File: config.mk
export PLATFORM = sky130hd
export DESIGN_NAME = spike_event_queue
export DESIGN_NICKNAME = d
export VERILOG_FILES = /design/src/rtl/spike_event_queue.sv
export SDC_FILE = /design/constraint.sdc
export NUM_CORES = 1
export LEC_CHECK = 0
export BUFFER_PORTS_ARGS = -buffer_cell sky130_fd_sc_hd__clkbuf_2
export CAP_MARGIN = 20
export CORE_UTILIZATION = 35
export DETAILED_ROUTE_END_ITERATION = 10
export PLACE_DENSITY_LB_ADDON = 0.3
export REMOVE_ABC_BUFFERS = 1
export SYNTH_ARGS = -nofsm -noshare
export SYNTH_HDL_FRONTEND = slang
export SYNTH_SLANG_ARGS = --single-unit
File: constraint.sdc
create_clock -name clk -period 3.2 [get_ports clk]
set_input_delay 0.16 -clock clk [delete_from_list [all_inputs] [get_ports clk]]
set_output_delay 0.16 -clock clk [all_outputs]
set_load 0.05 [all_outputs]
File: src/rtl/spike_event_queue.sv
// spike_event_queue
// Wishbone-fed axon-event FIFO in front of neuron_core. The host pushes axon
// indices through a 16-byte Wishbone window; the queue drains them one per
// valid/ready handshake. On request, a single-cycle timestep tick is issued
// once every queued event has been consumed.
//
// Ports:
//   clk, rst            system clock, asynchronous active-low reset
//   wbs_*               Wishbone slave (cyc/stb/we/sel/adr/dat_i in, dat_o/ack out)
//   axon_valid_o        queue head valid
//   axon_idx_o          queue head axon index (0 while empty)
//   axon_ready_i        core accepts the head this cycle
//   tick_o              one-cycle timestep pulse
//
// Register map (adr[3:2]):
//   0 PUSH   W  enqueue dat[AXON_W-1:0]; drops and sets ovf when full w/o pop
//   1 STATUS R  [5:0] count, 8 empty, 9 full, 10 ovf, 11 tick_busy; W1C bit10
//   2 CTRL   W  bit0 tick request, bit1 flush
//   3 reserved
module spike_event_queue #(
    parameter int          AXON_W    = 8,
    parameter int          DEPTH     = 16,
    parameter logic [31:0] BASE_ADDR = 32'h3000_1000
) (
    input  logic              clk,
    input  logic              rst,
    input  logic              wbs_cyc_i,
    input  logic              wbs_stb_i,
    input  logic              wbs_we_i,
    input  logic [3:0]        wbs_sel_i,
    input  logic [31:0]       wbs_adr_i,
    input  logic [31:0]       wbs_dat_i,
    output logic [31:0]       wbs_dat_o,
    output logic              wbs_ack_o,
    output logic              axon_valid_o,
    output logic [AXON_W-1:0] axon_idx_o,
    input  logic              axon_ready_i,
    output logic              tick_o
);

    localparam int PTR_W = $clog2(DEPTH);
    localparam int CNT_W = PTR_W + 1;

    typedef enum logic [1:0] {
        IDLE  = 2'd0,
        DRAIN = 2'd1,
        TICK  = 2'd2
    } tick_state_t;

    logic [AXON_W-1:0] mem [DEPTH];
    logic [PTR_W-1:0]  wr_ptr;
    logic [PTR_W-1:0]  rd_ptr;
    logic [CNT_W-1:0]  count;
    logic              ovf;
    tick_state_t       state;

    logic        hit;
    logic [1:0]  reg_sel;
    logic        push_req;
    logic        status_wr;
    logic        ctrl_wr;
    logic        flush;
    logic        tick_req;
    logic        full;
    logic        pop;
    logic        push_ok;
    logic        tick_busy;
    logic [31:0] rd_data;

    // Byte selects, the byte offset and most write-data bits carry no meaning
    // here; folding them keeps the intent explicit.
    logic unused_bits;
    assign unused_bits = ^{wbs_sel_i, wbs_adr_i[1:0], wbs_dat_i};

    // A strobe seen while ack is already high is the tail of the previous
    // access, so it is neither acked nor allowed to have side effects.
    assign hit = wbs_cyc_i & wbs_stb_i & ~wbs_ack_o
               & (wbs_adr_i[31:4] == BASE_ADDR[31:4]);

    assign reg_sel   = wbs_adr_i[3:2];
    assign push_req  = hit & wbs_we_i & (reg_sel == 2'd0);
    assign status_wr = hit & wbs_we_i & (reg_sel == 2'd1);
    assign ctrl_wr   = hit & wbs_we_i & (reg_sel == 2'd2);
    assign flush     = ctrl_wr & wbs_dat_i[1];
    assign tick_req  = ctrl_wr & wbs_dat_i[0];

    assign full         = (count == CNT_W'(DEPTH));
    assign axon_valid_o = (count != '0);
    assign pop          = axon_valid_o & axon_ready_i;
    // A pop in the same cycle frees a slot, so a full queue still accepts.
    assign push_ok      = push_req & (~full | pop);
    assign tick_busy    = (state != IDLE);

    assign axon_idx_o = axon_valid_o ? mem[rd_ptr] : '0;

    always_comb begin
        // NOTE: every combinational output gets a default first so no path
        // leaves it unassigned, which would otherwise infer a latch.
        rd_data = '0;
        if (reg_sel == 2'd1) begin
            rd_data = {20'd0, tick_busy, ovf, full, (count == '0), 2'b00, 6'(count)};
        end
    end

    // NOTE: the entry storage has no reset; the head output is gated by
    // valid, so stale contents are never visible.
    always_ff @(posedge clk) begin
        if (push_ok && !flush) begin
            mem[wr_ptr] <= wbs_dat_i[AXON_W-1:0];
        end
    end

    // NOTE: sequential state uses non-blocking assignments so every register
    // samples the pre-edge values of the others.
    always_ff @(posedge clk or negedge rst) begin
        if (!rst) begin
            wr_ptr <= '0;
            rd_ptr <= '0;
            count  <= '0;
        end else if (flush) begin
            // Flush wins over any pop on the same edge.
            wr_ptr <= '0;
            rd_ptr <= '0;
            count  <= '0;
        end else begin
            if (pop)     rd_ptr <= rd_ptr + PTR_W'(1);
            if (push_ok) wr_ptr <= wr_ptr + PTR_W'(1);
            case ({push_ok, pop})
                2'b10:   count <= count + CNT_W'(1);
                2'b01:   count <= count - CNT_W'(1);
                default: count <= count;
            endcase
        end
    end

    always_ff @(posedge clk or negedge rst) begin
        if (!rst) begin
            ovf <= 1'b0;
        end else if (push_req && full && !pop) begin
            ovf <= 1'b1;
        end else if (status_wr && wbs_dat_i[10]) begin
            ovf <= 1'b0;
        end
    end

    always_ff @(posedge clk or negedge rst) begin
        if (!rst) begin
            wbs_ack_o <= 1'b0;
            wbs_dat_o <= '0;
        end else begin
            wbs_ack_o <= hit;
            wbs_dat_o <= (hit && !wbs_we_i) ? rd_data : '0;
        end
    end

    // Tick sequencer: DRAIN waits for an empty queue, TICK lasts one cycle.
    // Requests outside IDLE are dropped rather than queued.
    always_ff @(posedge clk or negedge rst) begin
        if (!rst) begin
            state  <= IDLE;
            tick_o <= 1'b0;
        end else begin
            tick_o <= 1'b0;
            case (state)
                IDLE: begin
                    if (tick_req) state <= DRAIN;
                end
                DRAIN: begin
                    if (count == '0) begin
                        state  <= TICK;
                        tick_o <= 1'b1;
                    end
                end
                TICK: begin
                    state <= IDLE;
                end
                default: begin
                    state <= IDLE;
                end
            endcase
        end
    end

endmodule

==> metrics.md <==
| Metric | Value |
|---|---|
| Largest family of logic cells by synthesized area | multiplexers |
| Worst min path class | in -> reg |
| Fmax | 347 MHz |
| Clock tree from TritonCTS | yes |
| Post-Synth Simple-Gate Area | 9.21% |
| Ports | 117 |
| PwrDens | 547 nW/µm² |
| Overflow after GRT | 0 |
| Hold buffer count at cts | 2 |
| P_leak | 2.78 nW |
| Clock Latency Late Sink | roughly 420 ps |
| Crit path capture | mem[7][4]$_DFFE_PP_ |
| Htree depth | 4 |
| Met3 WL post-DR | 688 µm |
| Vias in the first global route | 3535 |
| Period Utilization, post-route | 90.1% |
| RSZ-0062 raised after global routing | no |
| Final ANT Viol Nets | 0 |
| Initial antenna violation count | 0 |
| Clk sink count | about 160 |
| Routability Congestion | approximately 0.80 |
| Min Tclk post-route | 2880 ps |
| Worst reg2reg path depth | 6 |
| Clk buf depth | 2 |
| Detailed router's first-iteration violation count | between 300 and 400 |
| Largest net degree at the start of global routing | 36 |
| FFs w/ async S/R, synth | 17.4% |
| Sequential element share of the synthesized area | 69.0% |
| List of most frequent post-synthesis cells | 128 x edfxtp_1, 40 x mux4_2, 27 x dfrtp_1 |
| R2r endpoint | mem[7][4]$_DFFE_PP_ |
| Total track usage | 14.5% |
| Core area | 18100 µm² |
| Startpoint types | flip-flop |
| Post-Syn Instances | between 300 and 400 |
| Post-synth top area cell | edfxtp_1 |
| Share of layout cells above drive strength 1 | 34.5% |
| Die height | 139 µm |
| Vias per inst | 5.04 |
| Yosys warnings | 0 |
| Maximum vdd drop | 340 µV |
| Drt wl/cell | 19.3 µm |
| Mux contribution to synthesized area | 14.2% |
| CP Max Fanout | 8 |
| Max layer used | met4 |
| Clk slew on worst S/H paths | 60 ps |
| Post-DP HPWL | between 8 and 9 mm |
| Slew Limit Fails | 0 |
| DRC errors left | 4 |
| Top-area cell type share of the netlist area | around 60% |
| Endpoints failing setup | 0 |
| Area after DPL | 7110 µm² |
| Worst slew pin tran | 1040 ps |
| Crit path from | wbs_ack_o$_DFF_PN0_ |
| Clock skew | 8.62 ps |
| Worst Setup End Kind | flip-flop |
| Global-route wire length before repair | 20.3 mm |
| R2r startpoint | wbs_ack_o$_DFF_PN0_ |
| Failing checks | DRC |
| Setup Slack @ Placement | 303 ps |
| Nets | 531 |
| Final wirelength | roughly 13 mm |
| Setup bufs post-CTS | 0 |
| Routed wl met2 | 6.83 mm |
| Die area | 19300 µm² |
| Vias post-DR | 3496 |
| Synth Area in Adders | between 1 and 1.5% |
| Mapped cell area | around 6500 µm² |
| Max-capacitance violation count | 0 |
| Synth top area cells | edfxtp_1 59%, mux4_2 14%, dfrtp_1 10%, buf_4 2.6%, and2_1 2.0% |
| WHS | 39.0 ps |
| Library cells used by synthesis | between 40 and 50 |
| Area delta synth->final | 17.8% |
| Status | finished, violations left |
| Syn Area/Cell | 17.6 µm² |
| Post-route setup TNS | 0 ps |
| Most numerous cell in the Yosys netlist | edfxtp_1 |
| Synth Area in XOR/XNOR | 1.07% |
| Headroom to the max-slew limit | a little under a third |
| Final Hold Viols | 0 |
| Final instance area | around 7700 µm² |
| Width of the die | approximately 140 µm |
| Number of flops mapped to enable cells by yosys | approximately 130 |
| Port bufs | 64 |
| Top_reg_cell synth | edfxtp_1 |
| Synth Area in Compound Gates | 1.13% |
| CTS buffer count | 17 |
| Floorplan row count | 49 |
| Final total power | around 4.2 mW |
| Setup slack, reg-to-reg | 320 ps |
| Final worst slack | between 300 and 400 ps |
| Crit path kind | reg -> reg |
| DRT met1 WL | 5.68 mm |
| Antenna Cells | 0 |
| Starting Density | 36.1% |
| CP required | 3250 ps |
| Root buf cell | clkbuf_16 |
| DRT Pass-1 Iters | 9 |
| Post-CTS Resized | 0 |
| #FFs+latches synth | 155 |
| Critical path arrival | 2940 ps |
-- worst max-delay path, cell delays in order, from the launching register on --
cell	delay (ps)
dfrtp_1	370
nor4bb_1	310
nand4_1	230
nor2_2	300
nand3_1	310
nor3b_1	400
and2_1	580
-- flip-flops by register name (all words and copies together), names as in the netlist --
| register | count |
|---|---|
| wbs_ack_o | 1 |
| tick_o | 1 |
| wbs_dat_o | 9 |
| ovf | 1 |
| rd_ptr | 4 |
| mem | 128 |
| state | 2 |
| count | 5 |
| wr_ptr | 4 |
-- area by class of cell --
cell class              instances  area, µm²
inverters                       7       26.3
clock inverters                15        136
repair buffers                 78        450
clock buffers                  17        425
flip-flops and latches        155       4520
well taps                     229        287
multi-input cells             192       1860
fillers                      1603      10400
-- kinds of logic (layout without fill, tap and decap cells) --
group | count (synthesis) | after routing
adder cells (fa/ha/maj) | 6 | 6
buffers and inverters | 46 | 117
flip-flops | 155 | 155
XOR/XNOR | 8 | 8
AND/OR/NAND/NOR | 100 | 100
other | 1 | 23
AO/OA/AOI/OAI | 12 | 12
multiplexers | 43 | 43
-- cell usage in the layout (no fill, tap or decap), types with 3 or more instances in the layout --
cell / count
mux2i_1: 3
mux4_2: 40
nor3b_1: 4
nor4_2: 4
or3_1: 3
and2_1: 21
nor3_1: 3
buf_4: 9
inv_6: 6
conb_1: 23
clkbuf_2: 64
nor2_1: 15
dfrtp_1: 26
a21oi_1: 3
inv_1: 7
nand4_1: 6
clkinv_2: 3
o21ai_0: 3
edfxtp_1: 128
nand3_1: 6
ha_1: 6
xor2_1: 7
nor4_1: 7
clkbuf_16: 17
nand2_1: 12
-- metrics by stage --
stage | utilization [%] | instances
floorplan | - | 354
global placement | 39.2 | 657
detailed placement | 39.2 | 657
CTS | 42.4 | 691
global route | 42.5 | 693
finish | 42.5 | 693
-- worst min path at each step --
stage               slack, ps                endpoint           from  cells after the start
global route               50         ovf$_DFFE_PN0P_  wbs_dat_i[10]                      4
finish                     40         ovf$_DFFE_PN0P_  wbs_dat_i[10]                      4
CTS                        30         ovf$_DFFE_PN0P_  wbs_dat_i[10]                      4
floorplan                -140    count[0]$_DFFE_PN0P_            rst                      0
detailed placement        230  wbs_dat_o[8]$_DFF_PN0_            rst                      1
global placement          210  wbs_dat_o[8]$_DFF_PN0_            rst                      1
-- report_power, final --
| part | total (mW) | internal (mW) | switching [mW] | leakage [nW] |
|---|---|---|---|---|
| logic | 0.123 | 0.0243 | 0.0990 | 0.990 |
| clock network | 1.91 | 1.08 | 0.828 | 0.275 |
| registers | 2.18 | 2.18 | 0.00000000489 | 1.52 |
-- per-layer routing --
metal,vias to the layer above,GRT usage (%)
met2,110,23.5
li1,1567,-
met3,12,4.14
met1,1807,18.5
met4,0,5.44
met5,-,0
Power figures use the tool's default switching activity.
